**src/rtl/mul_div_controller.sv**
```systemverilog
// Iterative MIPS-style multiply/divide unit with architectural HI/LO registers.
// One shift-add or restoring shift-subtract step per RUN cycle; signs are fixed up in FIX.
module mul_div_controller (
    input  logic        Clk,
    input  logic        Rst,
    input  logic        Start,
    input  logic [1:0]  Op,
    input  logic [31:0] A,
    input  logic [31:0] B,
    input  logic        Flush,
    input  logic        HiLoRead,
    input  logic        HiWrite,
    input  logic        LoWrite,
    input  logic [31:0] WriteData,
    output logic        Busy,
    output logic        StallReq,
    output logic        Done,
    output logic        DivByZero,
    output logic [31:0] HI,
    output logic [31:0] LO
);

    typedef enum logic [2:0] {IDLE, PREP, RUN, FIX, DONE} state_t;

    state_t      state, next_state;
    logic        accept;
    logic [1:0]  op_q;
    logic [31:0] a_q, b_q, m_q;
    logic [31:0] acc_hi, acc_lo;
    logic [5:0]  count;
    logic        neg_res, neg_rem, div_zero;

    logic        is_div, signed_op;
    logic [31:0] mag_a, mag_b;
    logic [32:0] mul_sum, div_shift, div_diff;
    logic [63:0] product, product_fix;
    logic [31:0] quo_fix, rem_fix;

    assign is_div    = op_q[1];
    assign signed_op = ~op_q[0];

    always_ff @(posedge Clk or negedge Rst) begin
        if (!Rst) state <= IDLE;
        else      state <= next_state;
    end

    always_comb begin
        next_state = state;
        accept     = 1'b0;
        Busy       = 1'b0;
        Done       = 1'b0;
        case (state)
            IDLE: begin
                if (Start && !Flush) begin
                    accept     = 1'b1;
                    next_state = PREP;
                end
            end
            PREP: begin
                Busy = 1'b1;
                if (Flush)                     next_state = IDLE;
                else if (is_div && b_q == '0)  next_state = FIX;
                else                           next_state = RUN;
            end
            RUN: begin
                Busy = 1'b1;
                if (Flush)              next_state = IDLE;
                else if (count == 6'd0) next_state = FIX;
            end
            FIX: begin
                Busy       = 1'b1;
                next_state = Flush ? IDLE : DONE;
            end
            DONE: begin
                Done = 1'b1;
                if (Start && !Flush) begin
                    accept     = 1'b1;
                    next_state = PREP;
                end else begin
                    next_state = IDLE;
                end
            end
            default: next_state = IDLE;
        endcase
    end

    assign StallReq  = Busy & (HiLoRead | Start | HiWrite | LoWrite);
    assign DivByZero = Done & div_zero;

    assign mag_a = (signed_op && a_q[31]) ? (~a_q + 32'd1) : a_q;
    assign mag_b = (signed_op && b_q[31]) ? (~b_q + 32'd1) : b_q;

    // m_q holds the multiplicand or the divisor; acc_lo starts as multiplier or dividend
    assign mul_sum   = {1'b0, acc_hi} + (acc_lo[0] ? {1'b0, m_q} : 33'd0);
    assign div_shift = {acc_hi, acc_lo[31]};
    assign div_diff  = div_shift - {1'b0, m_q};

    assign product     = {acc_hi, acc_lo};
    assign product_fix = neg_res ? (~product + 64'd1) : product;
    assign quo_fix     = neg_res ? (~acc_lo + 32'd1) : acc_lo;
    assign rem_fix     = neg_rem ? (~acc_hi + 32'd1) : acc_hi;

    always_ff @(posedge Clk or negedge Rst) begin
        if (!Rst) begin
            op_q     <= '0;
            a_q      <= '0;
            b_q      <= '0;
            m_q      <= '0;
            acc_hi   <= '0;
            acc_lo   <= '0;
            count    <= '0;
            neg_res  <= 1'b0;
            neg_rem  <= 1'b0;
            div_zero <= 1'b0;
        end else begin
            if (accept) begin
                op_q <= Op;
                a_q  <= A;
                b_q  <= B;
            end
            if (state == PREP) begin
                count    <= 6'd31;
                neg_res  <= signed_op & (a_q[31] ^ b_q[31]);
                neg_rem  <= signed_op & a_q[31];
                div_zero <= is_div & (b_q == '0);
                acc_hi   <= '0;
                m_q      <= is_div ? mag_b : mag_a;
                acc_lo   <= is_div ? mag_a : mag_b;
            end else if (state == RUN) begin
                if (count != 6'd0) count <= count - 6'd1;
                if (is_div) begin
                    if (!div_diff[32]) begin
                        acc_hi <= div_diff[31:0];
                        acc_lo <= {acc_lo[30:0], 1'b1};
                    end else begin
                        acc_hi <= div_shift[31:0];
                        acc_lo <= {acc_lo[30:0], 1'b0};
                    end
                end else begin
                    acc_hi <= mul_sum[32:1];
                    acc_lo <= {mul_sum[0], acc_lo[31:1]};
                end
            end
        end
    end

    // Results land at the end of FIX; mthi/mtlo only get through while the unit is idle
    always_ff @(posedge Clk or negedge Rst) begin
        if (!Rst) begin
            HI <= '0;
            LO <= '0;
        end else if (state == FIX && !Flush) begin
            if (div_zero) begin
                HI <= a_q;
                LO <= 32'hFFFF_FFFF;
            end else if (is_div) begin
                HI <= rem_fix;
                LO <= quo_fix;
            end else begin
                HI <= product_fix[63:32];
                LO <= product_fix[31:0];
            end
        end else if (!Busy) begin
            if (HiWrite) HI <= WriteData;
            if (LoWrite) LO <= WriteData;
        end
    end

endmodule

```
**config.mk**
```make
export PLATFORM = sky130hd
export DESIGN_NAME = mul_div_controller
export DESIGN_NICKNAME = d
export VERILOG_FILES = /design/src/rtl/mul_div_controller.sv
export SDC_FILE = /design/constraint.sdc
export NUM_CORES = 1
export LEC_CHECK = 0
export ABC_AREA = 1
export BUFFER_PORTS_ARGS = -buffer_cell sky130_fd_sc_hd__buf_2
export CORE_MARGIN = 1.5
export CORE_UTILIZATION = 33
export CTS_CLUSTER_SIZE = 20
export DETAILED_ROUTE_END_ITERATION = 12
export GPL_TIMING_DRIVEN = 1
export PLACE_DENSITY = 0.52
export SLEW_MARGIN = 15
export SYNTH_ARGS = -nofsm -noshare
export SYNTH_HDL_FRONTEND = slang
export SYNTH_SLANG_ARGS = --single-unit
```
**constraint.sdc**
```tcl
create_clock -name Clk -period 5.4 [get_ports Clk]
set_input_delay 0.27 -clock Clk [delete_from_list [all_inputs] [get_ports Clk]]
set_output_delay 0.27 -clock Clk [all_outputs]
set_load 0.005 [all_outputs]
```
---- Word-level counts from Yosys, hierarchy flattened ----
Index checks and enable logic that the tools add are counted.
storage, ports and cells
  output and inout bits ................... 68
  register bits after elaboration ......... 238
  bits of input ports ..................... 105
cells by class
  eq/ne operators ......................... 7
  muxes and demuxes ....................... 41
  $add $sub $neg .......................... 8
  reductions and logical operators ........ 20
  bitwise gates (word level) .............. 15
operators by type and width
  operator                                             count
  two-way mux 32 bit                                   24
  adder 32 x 1 -> 32 bit, second input constant        4
  inverter 32 bit                                      4
  adder 64 x 1 -> 64 bit, second input constant        1
  two-way mux 64 bit                                   1
  inverter 64 bit                                      1
  adder 32 x 32 -> 33 bit                              1
  subtractor 33 x 32 -> 33 bit                         1
  logical NOT 32 bit                                   1
  two-way mux 6 bit                                    3
  one-hot mux 3 bit (5 select lines)                   1
  two-way mux 3 bit                                    4
  AND reduction 2 bit                                  4
  nonzero test 2 bit                                   4
  two-way mux 1 bit                                    7
  equality test 3 x 2 -> 1 bit, second input constant  2
  logical NOT 6 bit                                    1
  nonzero test 6 bit                                   1
  subtractor 6 x 1 -> 6 bit, second input constant     1
  bitwise AND 1 bit                                    5
  logical AND 1 bit                                    5
  equality test 3 x 1 -> 1 bit, second input constant  1
  equality test 3 bit, second input constant           1
  logical NOT 3 bit                                    1
  other kinds (10)                                     12

---- Longest topological paths before layout ----
  word-level depth ........................ 6
  gate-level depth with buffers ........... 21

---- Least setup slack after synthesis ----
No wires, ideal clock.
  path kind ............................... register to register
  start ................................... register acc_lo[0]
  end ..................................... register acc_hi[23]
  arrival ................................. 2.316 ns
  cell stages (with the launch flop) ...... 18
  path slack .............................. 2.968 ns
  cell sequence ........................... dfrtp_1 > buf_2 > clkbuf_1 > nand2_1 > inv_1 > ha_1 > inv_1 > fa_1 > o21bai_1 > inv_1 > o21bai_1 > nand2_1 > nand4_1 > nand3_1 > nand2_1 > inv_1 > nand2_1 > nand2_1
on the way
  cells in the longest elaborated chain, start to end .. 5
RTL lines
  what                     RTL line  source
  from (decl)              29        logic [31:0] acc_hi, acc_lo;
  from (signal assigned)   128       acc_lo <= is_div ? mag_a : mag_b;
  from (signal assigned)   134       acc_lo <= {acc_lo[30:0], 1'b1};
  from (signal assigned)   137       acc_lo <= {acc_lo[30:0], 1'b0};
  two-way mux 32 bit       94        assign mul_sum = {1'b0, acc_hi} + (acc_lo[0] ? {1'b0, m_q} : 33'd0);
  adder 32 x 32 -> 33 bit  94
  two-way mux 32 bit       131       if (is_div) begin
  two-way mux 32 bit       129       end else if (state == RUN) begin
  two-way mux 32 bit       121       if (state == PREP) begin
  to (signal assigned)     133       acc_hi <= div_diff[31:0];
  to (signal assigned)     136       acc_hi <= div_shift[31:0];
  to (signal assigned)     140       acc_hi <= mul_sum[32:1];
  to (decl)                29
No other way between the ends. The select of a mux whose other input is x is not followed.
A chain may end at the register's enable or synchronous reset.

---- Final worst setup path ----
  start ................................... register acc_lo[0]
  end ..................................... register acc_hi[27]
The elaborated chain is that of the path after synthesis.

==> out/results.tsv <==
stage	metric	value	unit
logic_synthesis	yosysTopAreaCellShare	0.285	
job	drv_cap	0	
cts	root_buffer	clkbuf_16	
critical_path	crit_arrival	3970	ps
timing	slew_headroom	0.194	
route	first_pass_iters	6	
placement	numPortBuffers	172	
logic_synthesis	synth.distinct_cells	53	
timing	finalSetupTns	0	ps
timing	rsz0062_at_grt	no	
route	top_layer	met5	
critical_path	worstPathRequired	5880	ps
logic_synthesis	syn_avg_cell_area	6.04	sq um
critical_path	crit_fanout	33	
power_and_ir_drop	p_int	7050	uW
layout	finalNonFillerCells	4531	
timing	fmax	287	MHz
die	die_w	255	um
layout	nNetsFinal	3839	
critical_path	worst-setup-path-type	flop to flop	
layout	layout_commonest_cell	nand2_1	
cts	cts.path.max_buffers	3	
logic_synthesis	ys.flop_type	dfrtp_1	
logic_synthesis	synth_edf_count	0	
timing	drv_slew	0	
layout	drive_above_1_share	0.0915	
die	row_count	92	
die	dieArea	0.0649	sq mm
die	ioPinCount	173	
timing	tightest_slew	1200	ps
critical_path	start_kind	flop	
route	postRouteAntennaNets	0	
logic_synthesis	netlist_instances	3460	
logic_synthesis	syn-cell-area	0.0209	sq mm
cts	clk_latency	600	ps
timing	setup_violations	0	
logic_synthesis	synth_warnings	0	
power_and_ir_drop	p_per_area	681	mW/mm^2
route	wl_per_cell	21.8	um
logic_synthesis	synthArstFlopShare	1.00	
route	finalWirelength	98600	um
power_and_ir_drop	pwr-share-seq	0.221	
route	drc_errors	0	
die	die_y	255	um
outcome	run_status	finished, final reports clean	
route	drt_iter0_drc	2839	
power_and_ir_drop	pwr-share-clk	0.127	
grt	grt_pass1_wl	145000	um
layout	register_area	0.00596	sq mm
placement	dp_hpwl	77000	um
cts	clock-sinks	238	
cts	clkTransAtPathRegs	60	ps
placement	place_congestion	1.01	
route	num_vias	24000	
cts	cts_made_buffers	29	
die	initial_utilization	0.333	
power_and_ir_drop	switching_power	9650	uW
grt	grt.total_usage	0.299	
timing	hold_viol	0	
power_and_ir_drop	leakagePower	0.0127	uW
route	wl_met2	42800	um
logic_synthesis	yosys-top-cells-area	dfrtp_1 (28%), nand2_1 (18%), inv_1 (8.1%), nor2_1 (7.8%), nand3_1 (7.7%)	
cts	tritoncts	yes	
grt	grt_max_degree	97	
timing	finClkSkew	12.8	ps
placement	dp.cells	4383	
cts	cts_resized	0	
logic_synthesis	syn_nets	3637	
grt	grt-ovfl-total	0	
layout	layout_common_cells	nand2_1 (1021), inv_1 (451), nor2_1 (431)	
route	wl_met1	44000	um
cts	htreeDepth	1	
logic_synthesis	synth_seq_area_share	0.285	
die	core	0.0629	sq mm
route	wl_met3	8130	um
power_and_ir_drop	swShare	0.578	
layout	multi_input_area	0.0127	sq mm
timing	min_period_over_period	0.646	
timing	min_period	3490	ps
logic_synthesis	yosysTopAreaCell	dfrtp_1	
route	viasPerCell	5.29	
grt	antenna_found_initial	3	
layout	area_growth	17.3	%
layout	fillers	7083	
grt	grt_pass1_vias	22100	
hold_path	hold_class	primary input to flop	
logic_synthesis	synth-seq-cells	238	
power_and_ir_drop	pwr-share-comb	0.652	
power_and_ir_drop	ir_worst_vdd	0.360	mV
critical_path	worstSetupEndpointType	flop	
==> per-stage QoR <==
stage               hold WS, ps  cell area [sq um]  power, uW  setup WS, ps   util
floorplan                 -25.6              20900      10200          2970      -
global placement            387              22600      14300          2060  0.359
detailed placement          390              22600      14200          2060  0.359
CTS                        29.1              24500      16500          2020  0.390
global route               87.6              24500      17900          1820  0.390
finish                     40.6              24500      16700          1910  0.390
==> Yosys cell counts, types with 3 or more instances <==
| library cell | n |
|---|---|
| nand2_4 | 4 |
| nand4_1 | 28 |
| inv_1 | 453 |
| o31ai_1 | 12 |
| o211ai_1 | 23 |
| nand3_2 | 4 |
| a21o_1 | 3 |
| ha_1 | 70 |
| clkinv_1 | 3 |
| and2_1 | 3 |
| xor2_1 | 51 |
| o22ai_1 | 15 |
| buf_1 | 16 |
| nor3_1 | 29 |
| or2_2 | 12 |
| inv_2 | 12 |
| nor2_2 | 14 |
| nand3b_1 | 17 |
| xnor2_1 | 8 |
| nand2_1 | 1022 |
| a31oi_1 | 19 |
| a22oi_1 | 7 |
| dfrtp_1 | 238 |
| buf_2 | 31 |
| o21ai_0 | 174 |
| buf_6 | 3 |
| nand2_2 | 14 |
| a21oi_1 | 278 |
| o21bai_1 | 8 |
| nand3_1 | 320 |
| clkbuf_1 | 74 |
| nor4_1 | 4 |
| mux2_2 | 4 |
| nor2_4 | 4 |
| o221ai_1 | 5 |
| o21ai_1 | 20 |
| o21a_1 | 5 |
| nor2_1 | 434 |
==> per-layer routing <==
metal / vias to the layer above / track usage
met4: 4 / 0.0975
met5: - / 0
met3: 148 / 0.0385
li1: 11500 / -
met2: 1046 / 0.453
met1: 11300 / 0.436
==> flip-flops by register name, indices dropped and copies added (netlist names), 2 cells and up <==
name / count
LO: 32
op_q: 2
state: 3
b_q: 32
acc_hi: 32
acc_lo: 32
m_q: 32
a_q: 32
count: 6
HI: 32
==> area by class of cell <==
cell class | count | share of cell area
Multi-Input combinational cell | 2627 | 0.516
Sequential cell | 238 | 0.243
Timing Repair Buffer | 298 | 0.0842
Inverter | 468 | 0.0717
Tap cell | 846 | 0.0432
Clock buffer | 41 | 0.0339
Clock inverter | 12 | 0.00755
Antenna cell | 1 | 0.000102
==> timing repair <==
item                      CTS  global route
hold endpoints to repair  200             0
hold buffers               94             0
setup buffers               0             0
==> power by group through the flow <==
stage	combinational (uW)	clock, uW	sequential [uW]
final	10900	2130	3680
after global routing	11900	2230	3750
after CTS	10600	2160	3640
after detailed placement	10500	0	3660
after global placement	10600	0	3660
after floorplan	6940	0	3220
==> cell families after synthesis <==
logic type	Yosys count	share of synthesized area
AO/OA/AOI/OAI	578	0.151
buffers and inverters	595	0.111
adder cells (fa/ha/maj)	72	0.0438
flip-flops	238	0.285
XOR/XNOR	59	0.0247
AND/OR/NAND/NOR	1914	0.383
multiplexers	4	0.00215
==> final timing paths <==
check | start | slack (ps) | to | cells after the start
setup / recovery | acc_lo[0] | 1910 | acc_hi[27] | 16
hold / removal | WriteData[1] | 40 | LO[1] | 5
setup reg to reg | acc_lo[0] | 1910 | acc_hi[27] | 16
hold reg to reg | count[4] | 490 | count[4] | 1
max in group asynchronous | Rst | 3820 | a_q[16] | 3
min in group asynchronous | Rst | 250 | HI[28] | 2
==> worst max-delay path: stages, from the launching register on <==
cell      delay (ps)
dfrtp_1          410
buf_4            400
nand2_1           90
inv_1             80
ha_1             290
inv_1            120
fa_1             450
o21bai_1         340
nand2_1          100
nand3_1          250
nand2_1          160
nand3_1          120
nand2_1           50
nor2_1           240
nor2_1           100
nand2_1          110
nand2_1           60
Power figures use the tool's default switching activity.
